File: config.mk
export PLATFORM = sky130hd
export DESIGN_NAME = play_time_counter_flat
export DESIGN_NICKNAME = d
export VERILOG_FILES = /design/src/rtl/play_time_counter_if.sv /design/src/rtl/play_time_counter.sv /design/src/flat_wrapper.sv
export SDC_FILE = /design/constraint.sdc
export NUM_CORES = 1
export LEC_CHECK = 0
export CAP_MARGIN = 20
export CORE_UTILIZATION = 55
export CTS_CLUSTER_DIAMETER = 200
export DETAILED_ROUTE_END_ITERATION = 8
export PLACE_DENSITY = 0.86
export SKIP_LAST_GASP = 1
export SLEW_MARGIN = 20
export SYNTH_ARGS = -nofsm -noshare
export SYNTH_HDL_FRONTEND = slang
export SYNTH_SLANG_ARGS = --single-unit
File: constraint.sdc
create_clock -name clk -period 2.9 [get_ports clk]
set_input_delay 0.435 -clock clk [delete_from_list [all_inputs] [get_ports clk]]
set_output_delay 0.435 -clock clk [all_outputs]
set_load 0.01 [all_outputs]
File: src/rtl/play_time_counter_if.sv
// Control and display bundle between the player FSM / seven-segment path and the
// elapsed-playback timer.
interface play_time_counter_if;
   logic       play;
   logic       clear;
   logic [5:0] sec_units;
   logic [5:0] sec_tens;
   logic [5:0] min_units;
   logic [5:0] min_tens;
   logic       sec_tick;
   logic       overflow;

   modport master (
      output play, clear,
      input  sec_units, sec_tens, min_units, min_tens, sec_tick, overflow
   );

   modport slave (
      input  play, clear,
      output sec_units, sec_tens, min_units, min_tens, sec_tick, overflow
   );
endinterface

File: src/rtl/play_time_counter.sv
// Elapsed-playback mm:ss timer (00:00..99:59) with a per-second prescaler. Its BCD
// digit outputs are six bits wide and feed the seven-segment decoders directly.
module play_time_counter #(
   parameter int TICKS_PER_SEC = 50_000_000
) (
   input  logic                 clk,
   input  logic                 rst_n,
   play_time_counter_if.slave   bus
);

   localparam int PRE_W = (TICKS_PER_SEC > 1) ? $clog2(TICKS_PER_SEC) : 1;
   localparam logic [PRE_W-1:0] PRE_MAX = PRE_W'(TICKS_PER_SEC - 1);

   logic [PRE_W-1:0] pre_q, pre_d;
   logic [3:0]       su_q, su_d;
   logic [3:0]       st_q, st_d;
   logic [3:0]       mu_q, mu_d;
   logic [3:0]       mt_q, mt_d;
   logic             tick_q, tick_d;
   logic             ovf_q, ovf_d;

   always_comb begin
      // NOTE: every always_comb output gets a default first, so no path leaves one unassigned and infers a latch.
      pre_d  = pre_q;
      su_d   = su_q;
      st_d   = st_q;
      mu_d   = mu_q;
      mt_d   = mt_q;
      tick_d = 1'b0;
      ovf_d  = 1'b0;

      if (bus.clear) begin
         pre_d = '0;
         su_d  = '0;
         st_d  = '0;
         mu_d  = '0;
         mt_d  = '0;
      end else if (bus.play) begin
         if (pre_q == PRE_MAX) begin
            pre_d  = '0;
            tick_d = 1'b1;
            // Ripple the carry up through the four BCD digits.
            if (su_q == 4'd9) begin
               su_d = '0;
               if (st_q == 4'd5) begin
                  st_d = '0;
                  if (mu_q == 4'd9) begin
                     mu_d = '0;
                     if (mt_q == 4'd9) begin
                        mt_d  = '0;
                        ovf_d = 1'b1;
                     end else begin
                        mt_d = mt_q + 4'd1;
                     end
                  end else begin
                     mu_d = mu_q + 4'd1;
                  end
               end else begin
                  st_d = st_q + 4'd1;
               end
            end else begin
               su_d = su_q + 4'd1;
            end
         end else begin
            pre_d = pre_q + PRE_W'(1);
         end
      end
   end

   // NOTE: sequential state uses non-blocking assignments so every flop samples the pre-edge values.
   always_ff @(posedge clk or negedge rst_n) begin
      if (!rst_n) begin
         pre_q  <= '0;
         su_q   <= '0;
         st_q   <= '0;
         mu_q   <= '0;
         mt_q   <= '0;
         tick_q <= 1'b0;
         ovf_q  <= 1'b0;
      end else begin
         pre_q  <= pre_d;
         su_q   <= su_d;
         st_q   <= st_d;
         mu_q   <= mu_d;
         mt_q   <= mt_d;
         tick_q <= tick_d;
         ovf_q  <= ovf_d;
      end
   end

   assign bus.sec_units = {2'b00, su_q};
   assign bus.sec_tens  = {2'b00, st_q};
   assign bus.min_units = {2'b00, mu_q};
   assign bus.min_tens  = {2'b00, mt_q};
   assign bus.sec_tick  = tick_q;
   assign bus.overflow  = ovf_q;

endmodule

File: src/flat_wrapper.sv
// flat-port wrapper written by rule: the top's interface ports become plain ports
module play_time_counter_flat 
#(
   parameter int TICKS_PER_SEC = 50_000_000
)
  (clk, rst_n, bus_play, bus_clear, bus_sec_units, bus_sec_tens, bus_min_units, bus_min_tens, bus_sec_tick, bus_overflow);
  play_time_counter_if bus_i ();
  input  logic clk;
  input  logic rst_n;
  input wire logic [$bits(bus_i.play)-1:0] bus_play;
  input wire logic [$bits(bus_i.clear)-1:0] bus_clear;
  output wire logic [$bits(bus_i.sec_units)-1:0] bus_sec_units;
  output wire logic [$bits(bus_i.sec_tens)-1:0] bus_sec_tens;
  output wire logic [$bits(bus_i.min_units)-1:0] bus_min_units;
  output wire logic [$bits(bus_i.min_tens)-1:0] bus_min_tens;
  output wire logic [$bits(bus_i.sec_tick)-1:0] bus_sec_tick;
  output wire logic [$bits(bus_i.overflow)-1:0] bus_overflow;
  assign bus_i.play = bus_play;
  assign bus_i.clear = bus_clear;
  assign bus_sec_units = bus_i.sec_units;
  assign bus_sec_tens = bus_i.sec_tens;
  assign bus_min_units = bus_i.min_units;
  assign bus_min_tens = bus_i.min_tens;
  assign bus_sec_tick = bus_i.sec_tick;
  assign bus_overflow = bus_i.overflow;
  play_time_counter #(.TICKS_PER_SEC(TICKS_PER_SEC)) u_core (.clk(clk), .rst_n(rst_n), .bus(bus_i));
endmodule
==> results_dict.tcl, run 1 <==
set metrics [dict create \
    postCtsHoldBufs 0 \
    place_ws_ns 0.498 \
    use_met2 0.402 \
    drtPass1Iterations 4 \
    synth-edff-count 0 \
    overflow 0 \
    synthToLayoutAreaGrowth_pct 13.9 \
    hpwl_microns 3890 \
    num_rows 24 \
    synth_top_cell_by_area "dfrtp_1" \
    hp-class "primary input to asynchronous set/reset pin" \
    ys_seq_elements 44 \
    cap_viol_max_count 0 \
    diodes 0 \
    postRouteAntennaNets 0 \
    final_cell_mix "dfrtp_1 (44), nor2_1 (36), nand2_1 (23)" \
    hold_viol_final 0 \
    r2r_slack_ns 0.47 \
    die_h_microns 70.3 \
    synth_top_area_frac 0.429 \
    cp-end-kind "flip-flop" \
    wl_per_cell_microns 15.2 \
    peakVddDrop_mv 0.231 \
    timing.fmax_ghz 0.412 \
    design.core.area_sq_mm 0.00441 \
    crit_path_start_kind "flip-flop" \
    fin_crit_sh 0.838 \
    clock_path_buffers 2 \
    viasPerCell 6.07 \
    grt_pass1_wl_microns 9290 \
    required_ns 3.06 \
    postCtsSetupRepairBufs 0 \
    grt_util_met1 0.298 \
    die_w_microns 70.3 \
    path_class "flip-flop to flip-flop" \
    root_buffer "clkbuf_8" \
    clk_latency_ns 0.31 \
    setup_tns_ns 0 \
    synth_ff_type "dfrtp_1" \
    ys_seq_area_frac 0.429 \
    synth_warnings 0 \
    synthArstFlopShare 1.00 \
    synthDistinctLibCells 44 \
    place_congestion 0.846 \
    routed_wirelength_microns 5470 \
    drive_above_1_share 0.0682 \
    synthTopCellsByArea "dfrtp_1 (43%), nor2_1 (5.3%), ha_1 (4.4%)" \
    synth_cells 284 \
    drv_slew 0 \
    grt_util_met3 0.0505 \
    worstPathArrival_ns 2.59 \
    antenna_found_initial 0 \
    h-tree-depth 2 \
    worst_slew_pin_slew_ns 0.662 \
    ctsResizeCount 0 \
    via_count 2184 \
    io_buffers 21 \
    drc 0 \
    status "finished clean" \
    slew_headroom 0.558 \
    period_needed_ns 2.43 \
    path_max_fanout 19 \
    track_usage 0.242 \
    fin_skew_ns 0.0107 \
    dieArea_sq_mm 0.00494 \
    cts_buffers 5 \
    p_leak_nw 1.21 \
    fin_nets 320 \
    cts_tree "yes" \
    clkSlewWorstSetupHoldPaths_ns 0.08 \
    drtIter0Drc 149 \
    top_usage_layer "met2" \
    setup_ws_ns 0.471 \
    grt_setup_unrepaired "false" \
    setup_viol 0 \
    start_util 0.581 \
    cts_sinks 44 \
    io-pin-count 30 \
    mostFrequentLayoutCell "dfrtp_1" \
    grt_pass1_vias 2041 \
    p_per_area_mw_per_mm2 398 \
    synth_area_per_cell_sq_um 9.03 \
    netlist_area_sq_mm 0.00256 \
    grt_max_degree 45 \
]
==> area by class of cell <==
cell class | count | area, sq um
inverter | 9 | 33.8
multi-input combinational | 221 | 1350
clock buffer | 6 | 82.6
timing repair buffer | 26 | 245
clock inverter | 2 | 38.8
fill | 348 | 1500
tap | 52 | 65.1
sequential | 44 | 1100
==> worst paths after layout <==
path,from,endpoint,cells past startpoint
worst max-delay path,u_core.pre_q[9]$_DFFE_PN0N_,u_core.pre_q[16]$_DFFE_PN0N_,5
worst min-delay path,rst_n,u_core.st_q[1]$_DFFE_PN0P_,1
worst max register to register,u_core.pre_q[9]$_DFFE_PN0N_,u_core.pre_q[16]$_DFFE_PN0N_,5
worst min register to register,u_core.pre_q[23]$_DFFE_PN0N_,u_core.pre_q[23]$_DFFE_PN0N_,2
max in group asynchronous,rst_n,u_core.pre_q[1]$_DFFE_PN0N_,1
min in group clk,u_core.pre_q[23]$_DFFE_PN0N_,u_core.pre_q[23]$_DFFE_PN0N_,2
==> registers in the layout, summed over array words and instances (netlist names) <==
signal,cells
u_core.bus.overflow,1
u_core.bus.sec_tick,1
u_core.mt_q,4
u_core.mu_q,4
u_core.pre_q,26
u_core.st_q,4
u_core.su_q,4
==> cell families after synthesis <==
logic type               count (synthesis)  synth area share
AO/OA/AOI/OAI                           40            0.0874
XOR/XNOR                                18            0.0615
adder cells (fa/ha/maj)                  9            0.0439
buffers and inverters                   26            0.0532
flip-flops                              44             0.429
multiplexers                             2           0.00830
other                                    1           0.00146
AND/OR/NAND/NOR                        144             0.315
==> Yosys cell counts (8+ instances only) <==
| cell type | instances |
|---|---|
| nand4_1 | 13 |
| ha_1 | 9 |
| nor3_1 | 8 |
| inv_1 | 9 |
| nand3_1 | 21 |
| buf_4 | 9 |
| dfrtp_1 | 44 |
| a21oi_1 | 19 |
| o21ai_0 | 13 |
| nand2_1 | 23 |
| nor2_1 | 36 |
| xor2_1 | 12 |
==> metal layers <==
layer / vias to the layer above / part of all wire
li1: 1041 / -
met1: 1063 / 0.43
met2: 64 / 0.50
met3: 16 / 0.043
met4: 0 / 0.025
met5: - / 0
==> through the flow <==
step,total power (W),cells,cell area [sq um],hold slack [ns],util
after CTS,0.00117,360,2920,0.299,0.661
after detailed placement,0.000674,352,2800,0.553,0.633
final,0.00116,360,2920,0.107,0.661
after global placement,0.000673,352,2800,0.529,0.633
after floorplan,0.000661,291,2590,0.139,-
after global routing,0.00120,360,2920,0.157,0.661
==> worst max-delay path, cell delays in order (launching register included) <==
cell,delay [ns]
dfrtp_1,0.45
or4b_4,0.58
nor4_4,0.27
nand3_4,0.22
or2b_1,0.65
nor2_1,0.12
==> power breakdown <==
part | leakage (nW) | switching (W) | internal, W | total (W)
sequential | 0.614 | 0.00000294 | 0.000615 | 0.000618
clock | 0.0614 | 0.000218 | 0.000282 | 0.000500
combinational | 0.532 | 0.0000341 | 0.00000981 | 0.0000439
No activity file was read; power rests on OpenSTA's default activity.
==> run 2: changes to the inputs <==
--- a/config.mk
+++ b/config.mk
@@ -6,10 +6,10 @@
 export NUM_CORES = 1
 export LEC_CHECK = 0
 export CAP_MARGIN = 20
-export CORE_UTILIZATION = 55
+export CORE_UTILIZATION = 50
 export CTS_CLUSTER_DIAMETER = 200
 export DETAILED_ROUTE_END_ITERATION = 8
-export PLACE_DENSITY = 0.86
+export PLACE_DENSITY = 0.82
 export SKIP_LAST_GASP = 1
 export SLEW_MARGIN = 20
 export SYNTH_ARGS = -nofsm -noshare
==> constraint.sdc (replaced) <==
create_clock -name clk -period 2 [get_ports clk]
set_input_delay 0.3 -clock clk [delete_from_list [all_inputs] [get_ports clk]]
set_output_delay 0.3 -clock clk [all_outputs]
set_load 0.01 [all_outputs]
==> results_dict.tcl, run 2 (same netlist as run 1, synthesis figures left out) <==
set metrics [dict create \
    cp-end-kind "flip-flop" \
    reg2reg_depth 6 \
    p_leak_nw 1.43 \
    cp_cell_sequence "or4b_4, nor4_4, nand3_4, buf_6, or3_4, a21oi_2" \
    clkSlewWorstSetupHoldPaths_ns 0.09 \
    fin_crit_sh 1.06 \
    drtPass1Iterations 4 \
    cts_tree "yes" \
    status "finished, violations left" \
    slew_headroom 0.623 \
    r2r_start "u_core.pre_q[7]$_DFFE_PN0N_" \
    grt_setup_unrepaired "true" \
    viasPerCell 5.60 \
    path_class "flip-flop to flip-flop" \
    dieArea_sq_mm 0.00542 \
    design.core.area_sq_mm 0.00482 \
    place_area_sq_mm 0.00310 \
    synthToLayoutAreaGrowth_pct 29.0 \
    fin_nets 362 \
    diodes 0 \
    hp-class "primary input to asynchronous set/reset pin" \
    fin_skew_ns 0.00877 \
    hpwl_microns 4240 \
    required_ns 2.23 \
    drive_above_1_share 0.211 \
    setup_viol 30 \
    h-tree-depth 2 \
    final_cell_mix "buf_4 (44), dfrtp_1 (44), nor2_1 (36)" \
    peakVddDrop_mv 0.327 \
    grt_pass1_vias 2259 \
    cp_slowest_cell "or4b_4" \
    path_max_fanout 6 \
    clock_path_buffers 2 \
    fillCellCount 374 \
    grt_max_degree 45 \
    routed_wirelength_microns 6090 \
    cts_buffers 5 \
    r2r_slack_ns -0.13 \
    place_ws_ns -0.0340 \
    grt_pass1_wl_microns 9960 \
    track_usage 0.239 \
    drv_slew 0 \
    drc 0 \
    postRouteAntennaNets 0 \
    root_buffer "clkbuf_8" \
    place_congestion 0.875 \
    cp-startpoint "u_core.pre_q[7]$_DFFE_PN0N_" \
    drtIter0Drc 137 \
    start_util 0.532 \
    largest_register "u_core.pre_q" \
    io-pin-count 30 \
    clk_latency_ns 0.30 \
    setup_ws_ns -0.129 \
    cap_viol_max_count 0 \
    via_count 2335 \
    worstPathArrival_ns 2.36 \
    largest_reg_flops 26 \
    antenna_found_initial 0 \
    cts_sinks 44 \
    postCtsHoldBufs 0 \
    crit_path_start_kind "flip-flop" \
    violations "setup timing" \
    fin_area_sq_mm 0.00331 \
    period_needed_ns 2.13 \
    io_buffers 21 \
    wl_per_cell_microns 14.6 \
    r2r_end "u_core.su_q[3]$_DFFE_PN0P_" \
    hold_viol_final 0 \
    timing.fmax_ghz 0.470 \
    num_rows 25 \
    die_h_microns 73.6 \
    die_w_microns 73.6 \
    max_stage_delay_ns 0.56 \
    worst_slew_pin_slew_ns 0.565 \
    p_per_area_mw_per_mm2 503 \
    overflow 0 \
]
[run 2: report_power, final]
| group | internal (W) | switching, W | total [W] | leakage [nW] |
|---|---|---|---|---|
| Combinational | 0.0000299 | 0.0000586 | 0.0000885 | 0.758 |
| Sequential | 0.000892 | 0.00000261 | 0.000895 | 0.614 |
| Clock | 0.000370 | 0.000310 | 0.000680 | 0.0541 |
| Total | 0.00129 | 0.000372 | 0.00166 | 1.43 |
[run 2: timing repair]
item / in CTS / in global routing
pin swaps: 1 / 16
setup endpoints to repair: 7 / 29
gates resized for setup: 2 / 12
setup buffers: 1 / 5
[run 2: cell type report]
cell class	instances	area, sq um	area share
inverter	9	33.8	0.0102
multi-input combinational	221	1400	0.423
sequential	44	1100	0.333
clock buffer	5	68.8	0.0208
timing repair buffer	68	578	0.175
clock inverter	3	42.5	0.0129
tap	67	83.8	0.0253
[run 2: worst max-delay path, delay by kind of cell (launching register included)]
kind,cells,cell delay [ns]
flops,1,0.40
buf+inv,1,0.16
simple gates,4,1.38
compound gates,1,0.13
[run 2: worst max path at each step]
stage	endpoint
2_1_floorplan	u_core.mu_q[2]$_DFFE_PN0P_
3_3_place_gp	u_core.pre_q[18]$_DFFE_PN0N_
3_5_place_dp	u_core.pre_q[18]$_DFFE_PN0N_
4_1_cts	u_core.mt_q[3]$_DFFE_PN0P_
5_1_grt	u_core.st_q[3]$_DFFE_PN0P_
6_report	u_core.su_q[3]$_DFFE_PN0P_
[run 2: through the flow]
| step | cells | util | hold slack (ns) | total power, W | setup TNS [ns] |
|---|---|---|---|---|---|
| CTS | 412 | 0.669 | 0.0889 | 0.00168 | -0.240 |
| global placement | 403 | 0.643 | 0.416 | 0.000998 | 0 |
| detailed placement | 403 | 0.643 | 0.416 | 0.00100 | -0.208 |
| floorplan | 291 | - | 0.00441 | 0.000961 | -0.159 |
| global route | 417 | 0.686 | 0.116 | 0.00173 | -4.57 |
| finish | 417 | 0.686 | 0.0721 | 0.00166 | -2.47 |
[run 2: per-layer routing]
| layer | wire (microns) | GRT usage |
|---|---|---|
| met4 | 136 | 0.107 |
| met5 | 0 | 0 |
| met1 | 2630 | 0.301 |
| met3 | 284 | 0.0412 |
| met2 | 3040 | 0.403 |
